### src/rtl/imm_extend_pipe.sv
// ---------------------------------------------------------------------------
// imm_extend_pipe
//
// Pipelined immediate extender for the ID/EX boundary. An IN_W-bit immediate
// is extended to OUT_W bits according to ExtMode at enqueue time, then held
// in a 2-entry valid/ready skid buffer so EX-stage stalls never drop an
// operand. Flush squashes all buffered and incoming entries.
//
// Ports:
//   CLK        in   1      clock, rising edge
//   Reset      in   1      synchronous, active-high reset
//   InValid    in   1      upstream presents an immediate
//   InReady    out  1      buffer can accept (depends on state only)
//   ExtMode    in   2      00 zero-ext, 01 sign-ext, 10 upper, 11 sext << SHAMT
//   Immediate  in   IN_W   raw immediate field
//   Flush      in   1      discard buffered and same-cycle incoming entries
//   OutValid   out  1      Out holds a valid operand
//   OutReady   in   1      downstream takes Out this cycle
//   Out        out  OUT_W  operand at buffer head, zero when empty
//   ExtCount   out  16     accepted-push counter (only with IMM_EXT_CNT_EN)
//
// Build option:
//   IMM_EXT_CNT_EN  adds ExtCount, a wrapping 16-bit count of accepted pushes
//                   (flushed pushes included), cleared only by Reset.
// ---------------------------------------------------------------------------
module imm_extend_pipe #(
  parameter int IN_W  = 16,
  parameter int OUT_W = 32,
  parameter int SHAMT = 2
) (
  input  logic             CLK,
  input  logic             Reset,
  input  logic             InValid,
  output logic             InReady,
  input  logic [1:0]       ExtMode,
  input  logic [IN_W-1:0]  Immediate,
  input  logic             Flush,
  output logic             OutValid,
  input  logic             OutReady,
  output logic [OUT_W-1:0] Out
`ifdef IMM_EXT_CNT_EN
  ,
  output logic [15:0]      ExtCount
`endif
);

  localparam int E = OUT_W - IN_W;

  // The encoding doubles as the occupancy count (0, 1 or 2 entries).
  typedef enum logic [1:0] {
    ST_EMPTY = 2'd0,
    ST_ONE   = 2'd1,
    ST_TWO   = 2'd2
  } state_t;

  state_t             r_state;
  state_t             w_next_state;
  logic [OUT_W-1:0]   r_head;
  logic [OUT_W-1:0]   r_tail;

  logic               w_push;
  logic               w_pop;
  logic [IN_W-1:0]    w_imm;
  logic [1:0]         w_mode;
  logic [OUT_W-1:0]   w_sext;
  logic [OUT_W-1:0]   w_ext;

  assign w_push = InValid & InReady;
  assign w_pop  = OutValid & OutReady;

  // Gate the raw fields so an undriven immediate on idle cycles cannot push
  // X into the extender.
  assign w_imm  = InValid ? Immediate : '0;
  assign w_mode = InValid ? ExtMode   : 2'b00;

  // -------------------------------------------------------------------------
  // Extension function
  // -------------------------------------------------------------------------
  // NOTE: every signal written in an always_comb gets a default first, so no
  // path can leave it unassigned and infer a latch.
  always_comb begin
    w_sext = {{E{w_imm[IN_W-1]}}, w_imm};
    w_ext  = w_sext;
    case (w_mode)
      2'b00:   w_ext = {{E{1'b0}}, w_imm};
      2'b01:   w_ext = w_sext;
      2'b10:   w_ext = {w_imm, {E{1'b0}}};
      default: w_ext = w_sext << SHAMT;  // branch word offset, LSBs zero-fill
    endcase
  end

  // -------------------------------------------------------------------------
  // FSM: state register
  // -------------------------------------------------------------------------
  // NOTE: sequential state uses non-blocking assignments so every flop samples
  // the pre-edge values regardless of block evaluation order.
  always_ff @(posedge CLK) begin
    if (Reset) begin
      r_state <= ST_EMPTY;
    end else begin
      r_state <= w_next_state;
    end
  end

  // -------------------------------------------------------------------------
  // FSM: next-state logic
  // -------------------------------------------------------------------------
  always_comb begin
    w_next_state = r_state;
    case (r_state)
      ST_EMPTY: if (w_push) w_next_state = ST_ONE;
      ST_ONE: begin
        if (w_push && !w_pop)      w_next_state = ST_TWO;
        else if (w_pop && !w_push) w_next_state = ST_EMPTY;
      end
      ST_TWO:   if (w_pop) w_next_state = ST_ONE;
      default:  w_next_state = ST_EMPTY;
    endcase
    // Branch squash overrides every handshake outcome.
    if (Flush) w_next_state = ST_EMPTY;
  end

  // -------------------------------------------------------------------------
  // FSM: outputs (functions of current state only)
  // -------------------------------------------------------------------------
  always_comb begin
    InReady  = (r_state != ST_TWO);
    OutValid = (r_state != ST_EMPTY);
    Out      = '0;
    if (r_state != ST_EMPTY) Out = r_head;
  end

  // -------------------------------------------------------------------------
  // Entry storage
  // -------------------------------------------------------------------------
  // NOTE: the two data entries are reset to zero so a fresh buffer never
  // carries stale operands; this costs only 2*OUT_W reset flops.
  always_ff @(posedge CLK) begin
    if (Reset) begin
      r_head <= '0;
      r_tail <= '0;
    end else if (!Flush) begin
      case (r_state)
        ST_EMPTY: if (w_push) r_head <= w_ext;
        ST_ONE: begin
          if (w_push && !w_pop)     r_tail <= w_ext;
          else if (w_push && w_pop) r_head <= w_ext;
        end
        ST_TWO:   if (w_pop) r_head <= r_tail;
        default: ;
      endcase
    end
  end

`ifdef IMM_EXT_CNT_EN
  // -------------------------------------------------------------------------
  // Accepted-push counter: Flush does not clear it, and a push that is
  // accepted then squashed still counts.
  // -------------------------------------------------------------------------
  logic [15:0] r_ext_count;

  always_ff @(posedge CLK) begin
    if (Reset) begin
      r_ext_count <= '0;
    end else if (w_push) begin
      r_ext_count <= r_ext_count + 16'd1;
    end
  end

  assign ExtCount = r_ext_count;
`endif

endmodule
### config.mk
export PLATFORM = sky130hd
export DESIGN_NAME = imm_extend_pipe
export DESIGN_NICKNAME = d
export VERILOG_FILES = /design/src/rtl/imm_extend_pipe.sv
export SDC_FILE = /design/constraint.sdc
export NUM_CORES = 1
export LEC_CHECK = 0
export CAP_MARGIN = 20
export CORE_UTILIZATION = 46
export DETAILED_ROUTE_END_ITERATION = 6
export PLACE_DENSITY = 0.71
export SYNTH_ARGS = -nofsm -noshare
export SYNTH_HDL_FRONTEND = slang
export SYNTH_SLANG_ARGS = --single-unit
### constraint.sdc
create_clock -name CLK -period 1.64 [get_ports CLK]
set_input_delay 0.328 -clock CLK [delete_from_list [all_inputs] [get_ports CLK]]
set_output_delay 0.328 -clock CLK [all_outputs]
set_load 0.1 [all_outputs]
Word level (Yosys, flattened, before mapping) --
Cells that the tools add are included.
Storage, ports and cells: flip-flop bits (word level) 66, word-level logic and storage cells 43, input bits 23, output and inout bits 34
Cells by class: reduce and logical (&&, ||, !) cells 13, multiplexer cells 14, bitwise logic cells 3, equal/unequal tests 10
Operators by type and width (number):
- 32-bit case mux with 3 select lines | 2
- 32-bit two-way mux | 5
- 16-bit two-way mux | 1
- 2-bit two-way mux | 5
- 2-bit inequality test, second input constant | 5
- 2-bit case mux with 3 select lines | 1
- 3-bit AND reduction | 2
- 6-bit AND reduction | 1
- 2-bit by 1-bit equality test with 1-bit output, second input constant | 2
- 2-bit equality test, second input constant | 2
- 2-bit logical NOT | 2
- 1-bit logical AND | 3
- 3-bit inequality test, second input constant | 1
- 3-bit nonzero test | 1
- 1-bit AND | 2
- 1-bit logical NOT | 2
- 2-bit nonzero test | 1
- 2-bit OR reduction | 1
- 1-bit inverter | 1

Longest topological paths before layout --
Gate-level depths: netlist of the first run.
depth after elaboration 7, gate-level depth with buffers 6, mapped depth without buffers 4

Worst setup path before layout of the first run --
Ideal clock, no wire load.
path kind flip-flop to output port, start reg r_state[0], end out Out[10], buffers on the path 1, cell stages (with the launch flop) 4, slack -792 ps, data required time 1312 ps, data arrival time 2104 ps, path through dfxtp_1 nor2_1 clkbuf_1 nor2b_1
Between the ends: cells in the longest elaborated chain, start to end 2
RTL lines:
- start, declared | line 56 | state_t r_state;
- start signal, assigned | line 101 | r_state <= w_next_state;
- 2-bit nonzero test | line 130 | if (r_state != ST_EMPTY) Out = r_head;
- 32-bit two-way mux | line 130
- end, declared | line 40 | output logic [OUT_W-1:0] Out
Every way passes these cells.

Final worst setup path of the first run --
start reg r_state[0], end out Out[12]
The elaborated chain is that of the path after synthesis.

==> qor.txt, run 1 <==
Status: finished with violations
Met3 Usage GRT: 7.14%
Cts bufs inserted: 9
DP Worst Slack: -0.400 ns
Setup-failing EPs final: 57
Clock tree root buffer cell: clkbuf_8
Clk slew on worst S/H paths: 0.07 ns
Routability congestion estimate from global placement: 0.891
Critical Path Fanout Max: 5
Required time of the critical path: 1.31 ns
Most frequent cells in the layout: 122 x nand2_1, 64 x dfxtp_1, 44 x buf_4
Gr usage total: 29.5%
Synth Area in Compound Gates: 23.5%
Post-route clock period utilization: 108%
Setup slack, reg-to-reg: -0.09 ns
Share of cells above drive strength 1: 39.3%
Die Area: 7500 um^2
Area Growth Syn to Fin: 72.8%
Total number of vias: 3774
Sequential fraction of design power: 42.7%
Register Area: 1330 um^2
Post-route ant nets: 0
Main combinational cell family by area after synthesis: simple AND/OR/NAND/NOR gates
Hold path cells: 2
Diodes inserted: 0
CORE AREA: 6870 um^2
Tmin final: 1.77 ns
Clock Skew: 0.00569 ns
LEAKAGE: 1.98 nW
First-pass iteration count of the detailed router: 6
Layout fillers: 386
GR Layer Usage met1: 36.3%
Post-Layout Cell Count: 631
Fin. max-slew vios: 0
Min setup slack post-route: -0.133 ns
Total of max-cap violations: 0
Initial antenna violation count: 0
Seq cells post-synth: 66
F_max: 0.564 GHz
Synth Flop Type: dfxtp_1
Async S/R FF share, synth: 0%
Vias in the first global route: 3495
Via-to-Cell Ratio: 5.98
Avg WL per Cell: 19.1 um
Nets: 553
Avg Synthesized Cell Area: 7.66 um^2
Commonest non-fill, non-tap cell in the layout: nand2_1
Sink Count: 66
Crit path kind: reg -> out
Reg2Reg Depth: 7
CTS tree: built
Hold_buf cts: 0
Synth Area in XOR/XNOR: 0%
Initial core utilization: 48.0%
Synth warn: 0
Largest net degree at the start of global routing: 41
Slew @ Worst Pin: 0.388 ns
Critical path arrival: 1.44 ns
Switching share of power: 31.3%
Number of synthesized flops with an enable pin: 0
Failing checks: setup timing
Syn Std Cell Area: 3290 um^2
Htree depth: 3
Combined area of the multi-input logic cells: 2320 um^2
Met2 Usage GRT: 48.2%
Hold Path Class: in -> reg
Final setup TNS: -3.56 ns
Gr ovfl total: 0
Unrepaired setup endpoints after global routing: yes
Sequential element share of the synthesized area: 40.1%
Mux share of post-synthesis cell area: 0.608%
Switching Power: 1.27 mW
First-pass GRT wire length: 16.9 mm
Worst-Skew Late Latency: 0.36 ns
Cell Pwr Density: 712 nW/um^2
CTS Buffer Depth: 2
Num rows: 30
DRC Markers: 0
Placed cell count: 592
Syn nets: 453
Final wirelength: 12.1 mm
Clock network power share: 29.8%
Post-synthesis adder-cell area fraction: 0%
Final Hold Vio Count: 0
Hpwl dp: 6.67 mm
GRT Max-Usage Layer: met2
DIE HEIGHT: 86.6 um
Internal cell power: 2.79 mW
Crit path launch type: register
Comb pwr share: 27.5%
Slew Limit Headroom: 74.1%
Count of input and output buffers: 56
Max IR drop VDD: 547 uV
IO Pins: 57
Synth Instances: 430
Worst setup EP type: primary output
DRT iter0 DRCs: 320
Synth cell types: 25
Synth Area in Simple Gates: 29.9%
Die width: 86.6 um
## layout make-up
type	instances	share of cell area, %
Inverter	3	0.308
Timing Repair Buffer	130	30.7
Multi-Input combinational cell	320	40.7
Clock buffer	13	2.61
Sequential cell	66	23.3
Clock inverter	3	0.264
Tap cell	96	2.11
## critical path: stages (launching register included)
cell and delay, ns:
dfxtp_4 0.35, nor2_4 0.17, buf_4 0.19, clkbuf_16 0.18
nor2b_4 0.05, buf_12 0.16
## power groups by stage
stage               Combinational, mW  Clock (mW)  Sequential [mW]
floorplan                       0.520           0             1.74
global placement                0.827           0             1.75
detailed placement              0.843           0             1.75
CTS                             0.942        1.21             1.71
global route                     1.16        1.29             1.74
finish                           1.11        1.21             1.73
## layer usage
layer	routed length, um	share of wire, %
met3	974	8.1
met1	4720	39
met5	0	0
met4	470	3.9
met2	5890	49
## cells in the mapped netlist (all sizes together), types with 3 or more instances
cell type,instances,share of area [%]
nor2b,34,6.5
clkbuf,32,3.6
nand2b,3,0.57
nand3b,15,3.4
nand3,4,0.61
nor2,33,3.8
dfxtp,66,40
buf,9,1.9
a32o,14,4.3
a311oi,32,8.5
a21boi,14,3.2
o2111ai,4,1.1
and2,3,0.57
a21oi,32,4.9
nand2,123,14
## cell families (layout without fill, tap and decap cells)
group | Yosys count | in the layout
simple gates | 218 | 218
flops | 66 | 66
mux | 2 | 2
compound gates | 100 | 100
buf+inv | 44 | 149
## final timing paths
path                   start    endpoint
hold / removal         Reset  r_tail[29]
setup reg to reg  r_state[1]  r_head[13]
setup / recovery  r_state[0]     Out[12]
hold reg to reg   r_tail[19]  r_tail[19]
## registers in the layout (all words and copies together) (netlist names)
register and count:
r_tail 32, r_head 32, r_state 2
## per-stage QoR
step                      power, mW  area, um^2  utilization, %  hold slack, ns
final                          4.06        5690            82.9           0.343
after global routing           4.19        5690            82.9           0.356
after CTS                      3.87        5260            76.6           0.322
after detailed placement       2.59        4840            70.5           0.447
after global placement         2.58        4840            70.5           0.441
after floorplan                2.26        3550               -           0.405
## repair_timing
| action | 4_1_cts | 5_1_grt |
|---|---|---|
| setup buffers | 9 | 6 |
| pin swaps | 21 | 15 |
| gates cloned | 4 | 7 |
| endpoints found under the setup margin | 44 | 98 |
| gates resized for setup | 24 | 79 |
Power figures use the tool's default switching activity.
==> run 2, diff against run 1 <==
TNS_END_PERCENT = 20   (was unset)
==> run 2 against run 1 <==
Compared with the run above: the run still ends with setup timing left; first-iteration DRC count shrank 30%; flip-flop and latch count is the same; clock power is essentially flat; utilization shrank 5.9 points; final area shrank 7.1%; die area is the same; total power shrank 4.9%; hold slack lost 0.016 ns; clock skew shrank 0.00059 ns; largest cell class unchanged; largest power group unchanged; highest routed layer unchanged.
==> qor.txt, run 2 (synthesized netlist as in run 1, its figures left out) <==
Count of input and output buffers: 56
Area Growth Syn to Fin: 60.6%
Design Power: 3.86 mW
Fin. max-slew vios: 0
IO Pins: 57
Worst setup EP type: primary output
Initial antenna violation count: 0
Failing checks: setup timing
First-pass iteration count of the detailed router: 5
Initial core utilization: 48.0%
CTS tree: built
Required time of the critical path: 1.31 ns
Reg2Reg Depth: 6
Die Area: 7500 um^2
Slew @ Worst Pin: 0.407 ns
Setup-failing EPs final: 40
LEAKAGE: 1.87 nW
Cts bufs inserted: 9
DRC Markers: 0
First-pass GRT wire length: 16.0 mm
Largest net degree at the start of global routing: 41
R2R Path Start: r_state[1]
Htree depth: 3
Max IR drop VDD: 550 uV
Via-to-Cell Ratio: 5.73
Post-Layout Cell Count: 625
Post-route clock period utilization: 106%
Commonest non-fill, non-tap cell in the layout: nand2_1
Gr usage total: 27.6%
F_max: 0.575 GHz
Avg WL per Cell: 16.6 um
Status: finished with violations
Layout fillers: 473
Hold slack: 0.327 ns
Hold Path Class: in -> reg
Final Hold Vio Count: 0
Combined area of the multi-input logic cells: 2060 um^2
DIE HEIGHT: 86.6 um
CTS Buffer Depth: 2
Hpwl dp: 6.67 mm
Critical Path Fanout Max: 5
Routability congestion estimate from global placement: 0.891
Clock Skew: 0.00510 ns
Hold path cells: 2
Sink Count: 66
CORE AREA: 6870 um^2
Gr ovfl total: 0
Clock tree root buffer cell: clkbuf_8
Unrepaired setup endpoints after global routing: yes
Total number of vias: 3581
DRT iter0 DRCs: 224
Most frequent cells in the layout: 122 x nand2_1, 64 x dfxtp_1, 51 x buf_4
Die width: 86.6 um
Worst-Skew Late Latency: 0.35 ns
Critical path arrival: 1.41 ns
Min setup slack post-route: -0.100 ns
Placed cell count: 592
Post-DP Area: 4840 um^2
Nets: 547
Final wirelength: 10.4 mm
Crit path kind: reg -> out
Register Area: 1330 um^2
Post-route ant nets: 0
Diodes inserted: 0
Total of max-cap violations: 0
Vias in the first global route: 3377
Worst Hold Path EP: r_tail[29]
R2r endpoint: r_head[24]
Tmin final: 1.74 ns
Clk slew on worst S/H paths: 0.07 ns
Crit path launch type: register
Largest regs: r_head (32), r_tail (32), r_state (2)
Slew Limit Headroom: 72.9%
Num rows: 30
Cell Pwr Density: 729 nW/um^2
Setup slack, reg-to-reg: -0.09 ns
Min-delay src: Reset
Final setup TNS: -2.86 ns
Final Instance Area: 5290 um^2
Share of cells above drive strength 1: 30.2%
## run 2: metal layers
| layer | wire length [um] | up-vias | global-route usage (%) |
|---|---|---|---|
| met2 | 5230 | 164 | 45.7 |
| met4 | 342 | 0 | 12.4 |
| met5 | 0 | - | 0 |
| li1 | - | 1675 | - |
| met3 | 633 | 38 | 6.67 |
| met1 | 4160 | 1704 | 33.9 |
## run 2: worst max-delay path, cell delays in order (launching register included)
cell and delay, ns:
dfxtp_4 0.36, nor2_4 0.18, buf_6 0.15, clkbuf_16 0.16, nor2b_4 0.05, buf_12 0.16
## run 2: layout make-up
class	count	share of cell area, %
inverters	3	0.284
multi-input cells	320	38.9
well taps	96	2.27
flip-flops and latches	66	25.1
clock inverters	3	0.284
repair buffers	124	30.3
clock buffers	13	2.81
## run 2: timing repair
item                       in CTS  in global routing
gates cloned                    1                  3
buffers inserted                3                 11
gates resized for setup         8                 20
setup endpoints to repair      44                 70
hold buffers                    0                  0
hold endpoints to repair        0                  0
pin swaps                       1                 20
## run 2: report_power, final
part | switching (mW) | total [mW] | internal [mW]
combinational | 0.502 | 0.952 | 0.450
sequential | 0.0435 | 1.72 | 1.67
clock | 0.606 | 1.19 | 0.584
## run 2: how the worst max path moves through the flow
stage | start | endpoint | slack (ns) | cells after the start
detailed placement | ExtMode[0] | r_head[28] | -0.40 | 6
CTS | r_state[1] | Out[4] | -0.13 | 5
floorplan | r_state[0] | Out[0] | -0.05 | 2
finish | r_state[0] | Out[11] | -0.10 | 5
global placement | ExtMode[0] | r_head[26] | -0.35 | 7
global route | r_state[1] | r_head[24] | -0.15 | 6
## run 2: stage by stage
step                worst slack [ns]  utilization (%)
finish                        -0.100             77.0
global route                  -0.154             77.0
CTS                           -0.129             73.9
detailed placement            -0.400             70.5
global placement              -0.345             70.5
floorplan                    -0.0540                -
